===== src/rtl/prog_loader.sv =====
// prog_loader: manual program loader and memory inspector.
// It takes the RAM bus while the CPU controller sits in LOAD or CHECK.
// Each debounced A1 press becomes one write cycle (LOAD) or one read cycle
// (CHECK) at the current address. The address then auto-increments.
module prog_loader #(
  parameter int ADDR_W   = 16,
  parameter int DEBOUNCE = 4,
  parameter int STROBE   = 2
) (
  input  logic              clk,
  input  logic              rst,
  input  logic [1:0]        cpustate,
  input  logic              A1,
  input  logic [7:0]        D,
  input  logic [7:0]        mem_rdata,
  output logic [ADDR_W-1:0] addr,
  output logic [7:0]        wdata,
  output logic              read,
  output logic              write,
  output logic              own,
  output logic              busy,
  output logic [7:0]        check_out
);

  localparam logic [1:0] CS_LOAD  = 2'b01;
  localparam logic [1:0] CS_CHECK = 2'b10;

  localparam logic [1:0] S_IDLE   = 2'd0;
  localparam logic [1:0] S_SETUP  = 2'd1;
  localparam logic [1:0] S_STROBE = 2'd2;
  localparam logic [1:0] S_FINISH = 2'd3;

  localparam int DBW = $clog2(DEBOUNCE + 1);
  localparam int SW  = $clog2(STROBE + 1);
  localparam logic [DBW-1:0] DB_LAST = DBW'(DEBOUNCE - 1);
  localparam logic [SW-1:0]  SB_LAST = SW'(STROBE - 1);

  logic           sync_p0;
  logic           sync_p1;
  logic           deb_level;
  logic           deb_level_q;
  logic [DBW-1:0] deb_cnt;
  logic [1:0]     settle_cnt;
  logic           armed;
  logic           press;
  logic [1:0]     cs_q;
  logic           cs_change;
  logic [1:0]     state;
  logic [SW-1:0]  strobe_cnt;
  logic           mode_load;

  // The bus belongs to the loader only in LOAD and CHECK.
  // The strobes are gated by that, so they can never leak onto the CPU's bus.
  assign own       = (cpustate == CS_LOAD) || (cpustate == CS_CHECK);
  assign cs_change = (cpustate != cs_q);
  assign busy      = (state != S_IDLE);
  assign read      = own && (state == S_STROBE) && !mode_load;
  assign write     = own && (state == S_STROBE) &&  mode_load;

  // A press needs a debounced rising edge.
  // It also needs the key to have been seen released at least once since reset.
  assign press = deb_level && !deb_level_q && armed;

  // Two-flop synchronizer for the asynchronous key.
  always_ff @(posedge clk) begin
    if (rst) begin
      sync_p0 <= 1'b0;
      sync_p1 <= 1'b0;
    end else begin
      sync_p0 <= A1;
      sync_p1 <= sync_p0;
    end
  end

  // Debouncer: the level flips only after DEBOUNCE consecutive disagreeing cycles.
  always_ff @(posedge clk) begin
    if (rst) begin
      deb_level   <= 1'b0;
      deb_level_q <= 1'b0;
      deb_cnt     <= '0;
    end else begin
      deb_level_q <= deb_level;
      if (sync_p1 == deb_level) begin
        deb_cnt <= '0;
      end else if (deb_cnt == DB_LAST) begin
        deb_level <= ~deb_level;
        deb_cnt   <= '0;
      end else begin
        deb_cnt <= deb_cnt + DBW'(1);
      end
    end
  end

  // Arming: a key already held through reset must not count as a press.
  // settle_cnt waits for the synchronizer to fill with real samples.
  // Arming then waits for a released, debounced-low key.
  always_ff @(posedge clk) begin
    if (rst) begin
      settle_cnt <= 2'd0;
      armed      <= 1'b0;
    end else begin
      if (settle_cnt != 2'd2) settle_cnt <= settle_cnt + 2'd1;
      if (settle_cnt == 2'd2 && !sync_p1 && !deb_level) armed <= 1'b1;
    end
  end

  // Access sequencer: IDLE -> SETUP -> STROBE x N -> FINISH -> IDLE.
  // Any cpustate change aborts the access.
  always_ff @(posedge clk) begin
    if (rst) begin
      state      <= S_IDLE;
      strobe_cnt <= '0;
      mode_load  <= 1'b0;
      cs_q       <= 2'b00;
      addr       <= '0;
      wdata      <= 8'h00;
      check_out  <= 8'h00;
    end else begin
      cs_q <= cpustate;
      if (cs_change) begin
        // A mode change wins over a same-cycle press.
        // It restarts addressing from zero, and the aborted access leaves no trace.
        state      <= S_IDLE;
        strobe_cnt <= '0;
        if (busy || own) addr <= '0;
      end else begin
        case (state)
          S_IDLE: begin
            if (press && own) begin
              wdata     <= D;
              mode_load <= (cpustate == CS_LOAD);
              state     <= S_SETUP;
            end
          end
          S_SETUP: begin
            strobe_cnt <= '0;
            state      <= S_STROBE;
          end
          S_STROBE: begin
            if (strobe_cnt == SB_LAST) begin
              check_out <= mode_load ? wdata : mem_rdata;
              state     <= S_FINISH;
            end else begin
              strobe_cnt <= strobe_cnt + SW'(1);
            end
          end
          S_FINISH: begin
            addr  <= addr + ADDR_W'(1);
            state <= S_IDLE;
          end
        endcase
      end
    end
  end

endmodule


===== config.mk =====
export PLATFORM = sky130hd
export DESIGN_NAME = prog_loader
export DESIGN_NICKNAME = d
export VERILOG_FILES = /design/src/rtl/prog_loader.sv
export SDC_FILE = /design/constraint.sdc
export NUM_CORES = 1
export LEC_CHECK = 0
export ABC_CLOCK_PERIOD_IN_PS = 1670
export BUFFER_PORTS_ARGS = -buffer_cell sky130_fd_sc_hd__buf_2
export CELL_PAD_IN_SITES_DETAIL_PLACEMENT = 1
export CELL_PAD_IN_SITES_GLOBAL_PLACEMENT = 1
export CORE_MARGIN = 2
export CORE_UTILIZATION = 30
export DETAILED_ROUTE_END_ITERATION = 16
export HOLD_SLACK_MARGIN = 0.12
export PLACE_DENSITY_LB_ADDON = 0.1
export SYNTH_ARGS = -nofsm -noshare
export SYNTH_HDL_FRONTEND = slang
export SYNTH_SLANG_ARGS = --single-unit

===== constraint.sdc =====
create_clock -name clk -period 1.67 [get_ports clk]
set_clock_uncertainty 0.05 [all_clocks]
set_input_delay 0.334 -clock clk [delete_from_list [all_inputs] [get_ports clk]]
set_output_delay 0.334 -clock clk [all_outputs]
set_load 0.02 [all_outputs]

; Word-level counts from Yosys, hierarchy flattened
; Index checks and enable logic that the tools add are counted.
[totals]
regBits = 49
input_bits = 21
output_inout_bits = 36
elab_cells = 71
[op_classes]
n_addsub = 4
eq_ne = 15
n_mux = 9
bitwise = 3
n_reduce_logical = 26
[op_table]
columns = operator, n
row1 = two-way mux 16 bit, 3
row2 = adder 16 x 1 -> 16 bit (second input constant), 1
row3 = equality test 2 bit (second input constant), 4
row4 = logical AND 1 bit, 8
row5 = two-way mux 8 bit, 1
row6 = one-hot mux 2 bit (4 select lines), 1
row7 = AND reduction 2 bit, 4
row8 = equality test 2 x 1 -> 1 bit (second input constant), 3
row9 = two-way mux 2 bit, 3
row10 = != test 2 bit (second input constant), 3
row11 = AND reduction 3 bit, 2
row12 = nonzero test 2 bit, 3
row13 = adder 2 x 1 -> 2 bit (second input constant), 2
row14 = zero test 1 bit, 4
row15 = != test 2 x 1 -> 1 bit (second input constant), 2
row16 = one-hot mux 2 bit (2 select lines), 1
row17 = adder 3 x 1 -> 3 bit (second input constant), 1
row18 = equality test 3 x 2 -> 1 bit (second input constant), 1
row19 = inverter 1 bit, 3
row20 = OR reduction 3 bit, 1
row21 = zero test 2 bit, 1
row22 = logical OR 1 bit, 2
row23 = != test 2 bit, 1
row24 = OR reduction 2 bit, 1
row25 = equality test 1 bit, 1

; Logic depth before layout (Yosys ltp)
; Gate-level depths: netlist of run 1.
[logic_depth]
depth_word = 6
ltp_mapped = 7
ltp_nobuf = 6

; Worst setup path after synthesis of run 1
; Ideal clock, no wire load.
[synth_path]
path_kind = flip-flop to flip-flop
start = register addr[2]
end = register addr[15]
setup_time_ns = 0.072
t_arrival_ns = 1.589
required_time_ns = 1.548
path_slack_ns = -0.041
stages_incl_launch_ff = 5
path_buffers = 0
synth_period_minus_slack_ns = 1.711
cell_sequence = dfxtp_1 and3_1 nand4_1 a2111oi_2 mux2i_1
[synth_via]
elab_chain_cells = 3
[synth_lines]
columns = item, line
row1 = from (decl), 16  ; output logic [ADDR_W-1:0] addr,
row2 = from (signal assigned), 148  ; addr <= addr + ADDR_W'(1);
row3 = adder 16 x 1 -> 16 bit, 148
row4 = two-way mux 16 bit, 127  ; case (state)
row5 = two-way mux 16 bit, 120  ; if (cs_change) begin
; Every way passes these cells. The select of a mux whose other input is x is not followed.
; A chain may end at the register's enable or synchronous reset.

; Final worst setup path of run 1
[layout_path]
start = register state[1]
end = output port busy
[layout_via]
elab_chain_cells = 1
[layout_lines]
columns = item, line
row1 = from (decl), 48  ; logic [1:0] state;
row2 = from (signal assigned), 111  ; state <= S_IDLE;
row3 = from (signal assigned), 123  ; state <= S_IDLE;
row4 = from (signal assigned), 132  ; state <= S_SETUP;
row5 = nonzero test 2 bit, 56  ; assign busy = (state != S_IDLE);
row6 = to (decl), 21  ; output logic busy,
; Every way passes these cells.

==> metrics.md, run 1 <==
| Metric | Value |
|---|---|
| Clock Path Buffers | 2 |
| Ys Warns | 0 |
| Hold_ws | 0.189 ns |
| Dpl hpwl | 4530 microns |
| Flop-to-flop setup slack | 0.06 ns |
| Seq/Total Area, Yosys | 0.429 |
| Avg Cell Area, Syn | 9.37 sq um |
| Top delay family on crit path | flip-flops |
| Clock Tree Root | clkbuf_8 |
| Nets@finish | 366 |
| Synth-to-Final Area Change | 43.5% |
| Via density | 4.81 |
| Mapped Nets | 275 |
| Post-synth EDFFs | 0 |
| Initial antenna violation count | 0 |
| Layout cells sized above 1 | 0.408 |
| Port Buf Inserts | 56 |
| Crit path max fanout | 4 |
| Mapped Cells | 244 |
| Ports | 57 |
| DRT Pass-1 Iters | 4 |
| Slowest CP cell | dfxtp_4 |
| Die width | 91.3 microns |
| Seq cells post-synth | 49 |
| CP max stage delay | 0.39 ns |
| Util after Layout | 0.447 |
| Worst vdd ir | 644 uV |
| Fin. max-slew vios | 0 |
| CTS sink cnt | 49 |
| Post-DRT Antenna Nets | 0 |
| Die height | 91.3 microns |
| Count of cell types in the netlist | 44 |
| RSZ-0062 raised after global routing | yes |
| Num rows | 31 |
| Commonest cells after routing, fill and taps aside | buf_2, dfxtp_1, buf_4 |
| Max-cap violation count | 0 |
| Vias | 2,094 |
| Slew Limit Headroom | 0.702 |
| Synth Flop Type | dfxtp_1 |
| Post-layout min period | 1.63 ns |
| Fillers | 838 |
| Outcome | finished, final reports clean |
| Initial DRC count | 59 |
| Startpoint Class | flip-flop |
| ANT cells | 0 |
| Synth top area share | 0.429 |
| CTS buffer count | 5 |
| Reg-to-Reg End | addr[9]$_SDFFE_PP0P_ |
| H-tree lvl count | 2 |
| Worst skew pair latency | 0.31 ns |
| CP Data Arrival Time | 1.24 ns |
| Largest net degree at the start of global routing | 29 |
| Setup TNS | 0 ns |
| First-pass GRT wire length | 10,400 microns |
| Reg2reg path depth | 5 |
| Synth Cell Area | 0.00229 sq mm |
| Final setup vio count | 0 |
| Leakage power | 1.39 nW |
| Routed wire length | 6070 microns |
| Gpl congestion | 0.745 |
| Total grt overflow | 0 |
| Switch Pwr | 636 uW |
| Crit path buf inv count | 4 |
| Top cells by area, synth | dfxtp_1, mux2i_1, ha_1 |
| Sequential power share | 0.473 |
| Total track usage | 0.154 |
| Final hold viol count | 0 |
| Leading cell type in the layout, fill and taps excluded | buf_2 |
| Core area | 0.00733 sq mm |
| Crit path depth | 5 |
| Power Density | 792 mW/mm^2 |
| Clock network fraction of total power | 0.397 |
| Cells along the critical path | inv_2 -> ha_2 -> buf_4 -> inv_4 -> buf_6 |
| Critical R2R Launch | cs_q[0]$_SDFF_PP0_ |
| Hold Path Origin | A1 |
| Hold crit path type | in -> reg |
| Vias in the first global route | 2,101 |
| Yosys top cell by area | dfxtp_1 |
| Tcrit/Tclk final | 0.973 |
| Fmax achieved | 615 MHz |
| Initial Util | 0.312 |
| Internal power | 1.96 mW |
| CTS tree | built |
| Combinational share of power | 0.130 |
| Worst-margin pin slew | 0.447 ns |
| Switching share of power | 0.245 |
| Worst Hold End | sync_p0$_SDFF_PP0_ |
| Die area | 0.00833 sq mm |
| DRC | 0 |
| CP Capture Type | primary output |
| Routed len/inst | 14.0 microns |
| Req. time, crit path | 1.29 ns |
| Clk pin slew, worst setup/hold paths | 0.10 ns |
| Crit Path Category | reg -> out |
| Async SR Flop Fraction | 0 |
| Hold Path Depth | 2 |
## power by group through the flow
stage | Clock [mW] | Combinational [mW] | Sequential (mW)
final | 1.03 | 0.337 | 1.23
after global routing | 1.13 | 0.378 | 1.23
after CTS | 1.08 | 0.324 | 1.23
after detailed placement | 0 | 0.304 | 1.25
after global placement | 0 | 0.294 | 1.25
after floorplan | 0 | 0.176 | 1.25
## through the flow
step	cells	area (sq um)	power (mW)	setup slack (ns)
global placement	425	2950	1.55	-0.290
finish	435	3280	2.60	0.0449
CTS	435	3180	2.63	0.00389
global route	435	3280	2.74	-0.0256
detailed placement	425	2950	1.56	-0.317
floorplan	244	2300	1.43	-0.00429
## synth_stat cells, drive strengths merged, types with 6 or more instances
cell / count
nor2: 32
inv: 12
nand2: 13
mux2i: 24
dfxtp: 49
nor3: 6
a21oi: 11
nand3: 12
a211oi: 9
buf: 7
ha: 10
## final cells by class
cell class / instances / area [sq um] / share of cell area
multi-input combinational: 173 / 1380 / 0.420
tap: 99 / 124 / 0.0378
timing repair buffer: 93 / 596 / 0.182
clock buffer: 5 / 68.8 / 0.0210
inverter: 13 / 51.3 / 0.0156
clock inverter: 3 / 68.8 / 0.0210
sequential: 49 / 993 / 0.303
## worst reg2reg max path, delay by kind of cell, from the launching register on
family                 cells  cell delay [ns]
buffers and inverters      1             0.16
XOR/XNOR                   1             0.29
AND/OR/NAND/NOR            1             0.14
flip-flops                 1             0.38
AO/OA/AOI/OAI              2             0.54
## logic make-up after synthesis
| logic type | Yosys count | share of synthesized area |
|---|---|---|
| compound gates | 38 | 0.125 |
| xor+xnor | 8 | 0.0405 |
| fa+ha+maj | 10 | 0.0547 |
| buf+inv | 22 | 0.0383 |
| flops | 49 | 0.429 |
| mux | 24 | 0.105 |
| simple gates | 93 | 0.207 |
## flip-flops by register name, summed over array words and instances, names as in the netlist
register     cells
sync_p1          1
check_out        8
deb_cnt          3
cs_q             2
deb_level        1
sync_p0          1
deb_level_q      1
settle_cnt       2
armed            1
wdata            8
addr            16
mode_load        1
strobe_cnt       2
state            2
## metal layers
layer,global-route usage,vias up,share of wire
li1,-,1061,-
met1,0.212,999,0.48
met2,0.248,27,0.48
met3,0.0216,7,0.028
met4,0.0530,0,0.013
met5,0,-,0
## repair_timing
| action | 4_1_cts | 5_1_grt |
|---|---|---|
| setup endpoints to repair | 13 | 21 |
| hold buffers | 0 | 0 |
| resized for setup | 19 | 21 |
| buffers inserted | 2 | 0 |
| pin swaps | 1 | 3 |
## how the worst max path moves through the flow
stage | startpoint | end | slack [ns]
after global placement | cpustate[1] | addr[8]$_SDFFE_PP0P_ | -0.29
after CTS | state[0]$_SDFFE_PP0P_ | read | 0.004
after floorplan | addr[4]$_SDFFE_PP0P_ | addr[15]$_SDFFE_PP0P_ | -0.004
final | state[1]$_SDFFE_PP0P_ | busy | 0.04
after detailed placement | cpustate[1] | addr[9]$_SDFFE_PP0P_ | -0.32
after global routing | state[0]$_SDFFE_PP0P_ | read | -0.03
Power figures use the tool's default switching activity.
==> run 2: changes to the inputs <==
--- a/config.mk
+++ b/config.mk
@@ -13,7 +13,7 @@
 export CORE_UTILIZATION = 30
 export DETAILED_ROUTE_END_ITERATION = 16
 export HOLD_SLACK_MARGIN = 0.12
-export PLACE_DENSITY_LB_ADDON = 0.1
+export PLACE_DENSITY_LB_ADDON = 0.05
 export SYNTH_ARGS = -nofsm -noshare
 export SYNTH_HDL_FRONTEND = slang
 export SYNTH_SLANG_ARGS = --single-unit
==> constraint.sdc (replaced) <==
create_clock -name clk -period 1.67 [get_ports clk]
set_clock_uncertainty 0.05 [all_clocks]
set_input_delay 0.0835 -clock clk [delete_from_list [all_inputs] [get_ports clk]]
set_output_delay 0.0835 -clock clk [all_outputs]
set_load 0.02 [all_outputs]
==> run 2 against run 1 <==
  * Cell count up 7.1%
  * Non-clock buffer count is 31 higher
  * Flip-flop and latch count stayed put
  * Global-route usage up 1.2 points
  * Largest power group unchanged
  * Sequential power about the same
  * Critical endpoint is now addr[13]$_SDFFE_PP0P_
==> metrics.md, run 2 (synthesis results as in run 1) <==
| Metric | Value |
|---|---|
| Clk pin slew, worst setup/hold paths | 0.10 ns (about the same) |
| First-pass GRT wire length | 11,200 microns (+7.4%) |
| Total track usage | 0.166 (+0.0117) |
| Initial Util | 0.312 (unchanged) |
| Cells along the critical path | buf_4 -> ha_2 -> nand3_1 -> buf_4 -> nor4_1 -> mux2i_1 |
| Routed wire length | 6810 microns (+12%) |
| Worst vdd ir | 275 uV (-57%) |
| H-tree lvl count | 2 (unchanged) |
| Total grt overflow | 0 (unchanged) |
| Worst-margin pin slew | 0.364 ns (-0.0826 ns) |
| Crit Path Category | reg -> reg |
| Req. time, crit path | 1.87 ns (+0.58 ns) |
| CTS buffer count | 5 (unchanged) |
| Clock Tree Root | clkbuf_8 |
| Clock Path Buffers | 2 (unchanged) |
| CP Data Arrival Time | 1.81 ns (+0.57 ns) |
| CP max stage delay | 0.36 ns (-0.03 ns) |
| CTS tree | built |
| Cell mode on critical path | buf_4 |
| Core area | 0.00733 sq mm (unchanged) |
| Top reg by flops | addr |
| Combinational share of power | 0.149 (+0.019) |
| Leakage power | 1.52 nW (+9.1%) |
| Nets@finish | 397 (+8.5%) |
| Fillers | 867 (+3.5%) |
| Final hold viol count | 0 (unchanged) |
| Post-layout min period | 1.61 ns (-0.0101 ns) |
| Hold crit path type | in -> reg |
| Dpl hpwl | 4630 microns (+2.1%) |
| Max-cap violation count | 0 (unchanged) |
| Switch Pwr | 642 uW (+0.86%) |
| Initial DRC count | 61 (+3.4%) |
| Slowest CP cell | dfxtp_2 |
| Total chip power | 2.52 mW (-3.1%) |
| Fin. max-slew vios | 0 (unchanged) |
| DRC | 0 (unchanged) |
| Routed len/inst | 14.6 microns (+4.7%) |
| RSZ-0062 raised after global routing | yes |
| Crit path max fanout | 10 (+6) |
| Outcome | finished, final reports clean |
| DRT Pass-1 Iters | 4 (unchanged) |
| Die height | 91.3 microns (unchanged) |
| Leading cell type in the layout, fill and taps excluded | buf_2 |
| Worst skew pair latency | 0.31 ns (about the same) |
| Synth-to-Final Area Change | 53.6% |
| Sequential power share | 0.487 (+0.014) |
| Clock network fraction of total power | 0.364 (-0.033) |
| Post-DRT Antenna Nets | 0 (unchanged) |
| ANT cells | 0 (unchanged) |
| Initial antenna violation count | 0 (unchanged) |
| Post-DP Area | 0.00298 sq mm (+0.93%) |
| Num rows | 31 (unchanged) |
| Crit path buf inv count | 2 (-2) |
| Die area | 0.00833 sq mm (unchanged) |
| Vias | 2,242 (+7.1%) |
| Vias in the first global route | 2,234 (+6.3%) |
| Layout cells sized above 1 | 0.395 (-0.0126) |
| Fmax achieved | 619 MHz (+0.62%) |
| Largest net degree at the start of global routing | 20 (-31%) |
| Gpl congestion | 0.755 (+1.4%) |
| Via density | 4.81 (about the same) |
| Final setup vio count | 0 (unchanged) |
| Internal power | 1.87 mW (-4.4%) |
| Power Density | 716 mW/mm^2 (-9.5%) |
| CP Capture Type | flip-flop |
| Port Buf Inserts | 56 (unchanged) |
| CTS sink cnt | 49 (unchanged) |
| Max reg flops | 16 (unchanged) |
| Commonest cells after routing, fill and taps aside | buf_2, buf_4, dfxtp_1 |
| Finished Cell Area | 0.00351 sq mm (+7.1%) |
| Slew Limit Headroom | 0.754 (+0.0517) |
| Switching share of power | 0.255 (+0.0101) |
| Die width | 91.3 microns (unchanged) |
| Regs by FF count | addr (16), check_out (8), wdata (8) |
| Top delay family on crit path | simple AND/OR/NAND/NOR gates |
| Tcrit/Tclk final | 0.967 (-0.00604) |
| Ports | 57 (unchanged) |
| Startpoint Class | flip-flop |
## run 2: cell types whose count changed in the layout (fill, tap and decap cells not counted), moves of 2 or more
| cell | before | now |
|---|---|---|
| inv_1 | 9 | 11 |
| o41ai_2 | 0 | 3 |
| o41ai_1 | 4 | 1 |
| dlygate4sd3_1 | 0 | 21 |
| buf_4 | 35 | 44 |
| buf_2 | 54 | 56 |
## run 2: layer usage
| layer | routed length (microns) | up-vias | share of wire | track usage |
|---|---|---|---|---|
| li1 | - | 1114 | - | - |
| met1 | 3310 | 1076 | 0.49 | 0.228 |
| met2 | 3180 | 45 | 0.47 | 0.262 |
| met3 | 250 | 7 | 0.037 | 0.0349 |
| met4 | 70 | 0 | 0.010 | 0.0455 |
| met5 | 0 | - | 0 | 0 |
## run 2: worst paths after layout
kind | from | end | slack [ns] | depth (start not counted)
worst min-delay path | cpustate[0] | mode_load$_SDFFE_PP0P_ | 0.21 | 4
worst max-delay path | state[0]$_SDFFE_PP0P_ | addr[13]$_SDFFE_PP0P_ | 0.06 | 6
worst min register to register | deb_cnt[0]$_SDFF_PP0_ | deb_cnt[0]$_SDFF_PP0_ | 0.38 | 1
worst max register to register | state[0]$_SDFFE_PP0P_ | addr[13]$_SDFFE_PP0P_ | 0.06 | 6
## run 2: cell type report
cell class	instances	area (sq um)	area share
clock buffers	6	82.6	0.0235
clock inverters	2	37.5	0.0107
inverters	13	48.8	0.0139
multi-input cells	173	1360	0.387
flip-flops and latches	49	995	0.283
well taps	99	124	0.0353
repair buffers	124	863	0.246
## run 2: worst min-delay path: stages
cell and delay [ns]:
buf_2 0.09, ha_1 0.19, mux2i_1 0.08, nor2_1 0.07
## run 2: power groups by stage
stage	clock [mW]	combinational, mW	sequential, mW
global route	0.991	0.425	1.23
detailed placement	0	0.297	1.25
CTS	0.945	0.349	1.23
floorplan	0	0.175	1.25
global placement	0	0.293	1.25
finish	0.915	0.374	1.23
## run 2: through the flow
step                      worst slack (ns)  hold WS (ns)  instances  setup TNS, ns   util
after floorplan                     0.0518         0.162        244              0      -
after global placement             -0.0960         0.244        431         -0.209  0.406
after detailed placement           -0.0295         0.256        431         -0.107  0.406
after CTS                          0.00519         0.188        460              0  0.458
after global routing               -0.0611         0.206        466         -0.217  0.479
final                               0.0550         0.208        466              0  0.479
## run 2: repair_timing
item	4_1_cts	5_1_grt
setup endpoints to repair	7	25
pin swaps	2	6
hold buffers	21	0
resized for setup	8	26
gates cloned	0	0
setup buffers	0	6
hold endpoints to repair	20	0
==> run 3: changes to the inputs <==
--- a/config.mk
+++ b/config.mk
@@ -5,6 +5,7 @@
 export SDC_FILE = /design/constraint.sdc
 export NUM_CORES = 1
 export LEC_CHECK = 0
+export ABC_AREA = 1
 export ABC_CLOCK_PERIOD_IN_PS = 1670
 export BUFFER_PORTS_ARGS = -buffer_cell sky130_fd_sc_hd__buf_2
 export CELL_PAD_IN_SITES_DETAIL_PLACEMENT = 1
@@ -14,6 +15,7 @@
 export DETAILED_ROUTE_END_ITERATION = 16
 export HOLD_SLACK_MARGIN = 0.12
 export PLACE_DENSITY_LB_ADDON = 0.05
+export RECOVER_POWER = 100
 export SYNTH_ARGS = -nofsm -noshare
 export SYNTH_HDL_FRONTEND = slang
 export SYNTH_SLANG_ARGS = --single-unit
==> run 3 against run 2 <==
  * Hold slack improved by 0.041 ns
  * Synthesized cell count increased by 25%
  * Via count decreased by 0.36%
  * Utilization decreased by 8.4 points
  * Area after synthesis increased by 3.1%
  * Wire length decreased by 6.5%
  * Combinational power decreased by 38%
  * Largest power group unchanged
==> metrics.md, run 3 <==
| Metric | Value |
|---|---|
| Num rows | 32 (+3.2%) |
| Fillers | 1,019 (+18%) |
| CTS buffer count | 5 (unchanged) |
| Die area | 0.00858 sq mm (+2.9%) |
| Clock Tree Root | clkbuf_8 |
| DRC | 0 (unchanged) |
| Die width | 92.6 microns (+1.5%) |
| First-pass GRT wire length | 10,500 microns (-5.9%) |
| RSZ-0062 raised after global routing | no |
| Vias | 2,234 (-0.36%) |
| Synth top area share | 0.416 (-0.0128) |
| Post-route setup slack | 0.139 ns (+0.0843 ns) |
| Hold crit path type | in -> reg |
| Post-CTS Setup Bufs | 0 (unchanged) |
| Synth Flop Type | dfxtp_1 |
| Via density | 4.55 (-5.4%) |
| Top reg by flops | addr |
| Port Buf Inserts | 56 (unchanged) |
| Flop-to-flop setup slack | 0.14 ns (+0.08 ns) |
| Cells along the critical path | nand2_1 -> nor2_1 -> nand4_1 -> nor2_1 -> nand3_1 -> nand2_1 -> nand2_1 |
| Max-cap violation count | 0 (unchanged) |
| Routed len/inst | 13.0 microns (-11%) |
| Max reg flops | 16 (unchanged) |
| Combinational share of power | 0.107 (-0.042) |
| Synth Cell Area | 0.00236 sq mm (+3.1%) |
| Internal power | 1.59 mW (-15%) |
| Clock network fraction of total power | 0.328 (-0.036) |
| Nets@finish | 419 (+5.5%) |
| Final hold viol count | 0 (unchanged) |
| Fin. max-slew vios | 0 (unchanged) |
| Switching share of power | 0.260 (+0.00526) |
| Ports | 57 (unchanged) |
| Post-layout min period | 1.53 ns (-0.0843 ns) |
| Leading cell type in the layout, fill and taps excluded | dfxtp_1 |
| Initial Util | 0.306 (-0.00535) |
| Power Density | 709 mW/mm^2 (-1.1%) |
| Startpoint Class | flip-flop |
| DRT Pass-1 Iters | 4 (unchanged) |
| Top delay family on crit path | simple AND/OR/NAND/NOR gates |
| Post-DRT Antenna Nets | 0 (unchanged) |
| Total track usage | 0.153 (-0.0125) |
| CTS tree | built |
| Leakage power | 1.22 nW (-20%) |
| Dpl ws | 0.126 ns (+0.156 ns) |
| Req. time, crit path | 1.82 ns (-0.05 ns) |
| Yosys top cell by area | dfxtp_1 |
| Hold Path Depth | 4 (unchanged) |
| Mapped Nets | 335 (+22%) |
| Clock Path Buffers | 2 (unchanged) |
| CP max stage delay | 0.43 ns (+0.07 ns) |
| Synth cell count leaders | dfxtp_1, nor2_1, nand2_1 |
| CTS sink cnt | 49 (unchanged) |
| Commonest cells after routing, fill and taps aside | dfxtp_1, nor2_1, nand2_1 |
| Ys Warns | 0 (unchanged) |
| Sequential power share | 0.565 (+0.078) |
| Outcome | finished, final reports clean |
| Switch Pwr | 560 uW (-13%) |
| Avg Cell Area, Syn | 7.75 sq um (-17%) |
| Core area | 0.00769 sq mm (+4.9%) |
| ANT cells | 0 (unchanged) |
| Die height | 92.6 microns (+1.5%) |
| Worst vdd ir | 300 uV (+8.9%) |
| Async SR Flop Fraction | 0 (unchanged) |
| Mapped Cells | 304 (+25%) |
| Regs by FF count | addr (16), check_out (8), wdata (8) |
| Clk pin slew, worst setup/hold paths | 0.10 ns (about the same) |
| Seq cells post-synth | 49 (unchanged) |
| Worst-margin pin slew | 0.332 ns (-0.0320 ns) |
| Gpl congestion | 0.812 (+7.5%) |
| Final setup vio count | 0 (unchanged) |
| Setup TNS | 0 ns (unchanged) |
| Fmax achieved | 653 MHz (+5.5%) |
| Seq/Total Area, Yosys | 0.416 (-0.0128) |
| Reg2reg path depth | 7 (+1) |
| Slowest CP cell | dfxtp_1 |
| FF+latch area | 981 sq um (-1.4%) |
| Initial DRC count | 67 (+9.8%) |
| Cell mode on critical path | nand2_1 |
| Crit path max fanout | 5 (-5) |
| Layout cells sized above 1 | 0.152 (-0.243) |
| Initial antenna violation count | 0 (unchanged) |
| Largest net degree at the start of global routing | 26 (+30%) |
| Slew Limit Headroom | 0.778 (+0.0243) |
| Area of the multi-input gates | 0.00118 sq mm (-13%) |
| Count of cell types in the netlist | 31 (-30%) |
| Dpl hpwl | 4630 microns (about the same) |
| Crit path depth | 7 (+1) |
| CP Capture Type | flip-flop |
| Hold_ws | 0.250 ns (+0.0414 ns) |
| Vias in the first global route | 2,173 (-2.7%) |
| H-tree lvl count | 2 (unchanged) |
| Total grt overflow | 0 (unchanged) |
| Crit path buf inv count | 0 (-2) |
| Synth-to-Final Area Change | 28.8% |
| CP Data Arrival Time | 1.68 ns (-0.13 ns) |
| Worst skew pair latency | 0.30 ns (about the same) |
| Post-synth EDFFs | 0 (unchanged) |
| Top cells by area, synth | dfxtp_1, nor2_1, nand2_1 |
| Tcrit/Tclk final | 0.917 (-0.0505) |
| Most frequent cell after synthesis | dfxtp_1 |
| Crit Path Category | reg -> reg |
| Routed wire length | 6370 microns (-6.5%) |
## run 3: cell types whose count changed after synthesis, sizes merged, moves of 7 or more
| cell | delta |
|---|---|
| nand2 | +38 |
| inv | +29 |
| o21ai | +21 |
| a21oi | +17 |
| mux2i | -16 |
| nor2 | +15 |
| a211oi | -9 |
| nand3 | +7 |
## run 3: worst paths after layout
check                             from                     end
setup / recovery  addr[1]$_SDFFE_PP0P_   addr[15]$_SDFFE_PP0P_
hold reg to reg     sync_p0$_SDFF_PP0_      sync_p1$_SDFF_PP0_
hold / removal             cpustate[0]  mode_load$_SDFFE_PP0P_
setup reg to reg  addr[1]$_SDFFE_PP0P_   addr[15]$_SDFFE_PP0P_
## run 3: per-stage QoR
step                power (mW)  utilization  area [sq um]  std cells
floorplan                 1.38            -          2360        304
global placement          1.43        0.361          2770        462
detailed placement        1.44        0.361          2770        462
CTS                       2.20        0.399          3070        491
global route              2.28        0.395          3040        491
finish                    2.15        0.395          3040        491
## run 3: metal layers
metal | track usage | vias to the layer above | share of wire
li1 | - | 1150 | -
met1 | 0.184 | 1042 | 0.46
met2 | 0.280 | 38 | 0.50
met3 | 0.0301 | 4 | 0.034
met4 | 0.0368 | 0 | 0.0080
met5 | 0 | - | 0
## run 3: final cells by class
type,count,area share
timing repair buffer,83,0.165
multi-input combinational,208,0.390
inverter,41,0.0507
tap,102,0.0420
clock buffer,5,0.0227
sequential,49,0.323
clock inverter,3,0.00577
## run 3: cell families after synthesis
group                      Yosys count  share of synthesized area
adders and majority gates           10                     0.0531
buffers and inverters               47                     0.0866
DFF                                 49                      0.416
and+or+nand+nor                    136                      0.287
muxes                                8                     0.0340
AOI/OAI and AO/OA                   54                      0.123
## run 3: worst register-to-register path: cells and delay by family (launching register included)
| kind | cells | cell delay [ns] |
|---|---|---|
| flops | 1 | 0.43 |
| simple gates | 7 | 0.95 |
## run 3: power groups by stage
stage | Sequential, mW | Clock (mW) | Combinational [mW]
3_3_place_gp | 1.24 | 0 | 0.188
6_report | 1.21 | 0.706 | 0.231
3_5_place_dp | 1.24 | 0 | 0.194
5_1_grt | 1.22 | 0.800 | 0.262
2_1_floorplan | 1.24 | 0 | 0.139
4_1_cts | 1.22 | 0.756 | 0.231
## run 3: what timing repair did
action	in CTS	in global routing
endpoints found under the hold margin	22	0
setup endpoints to repair	0	8
resized for setup	0	4
hold buffers	21	0
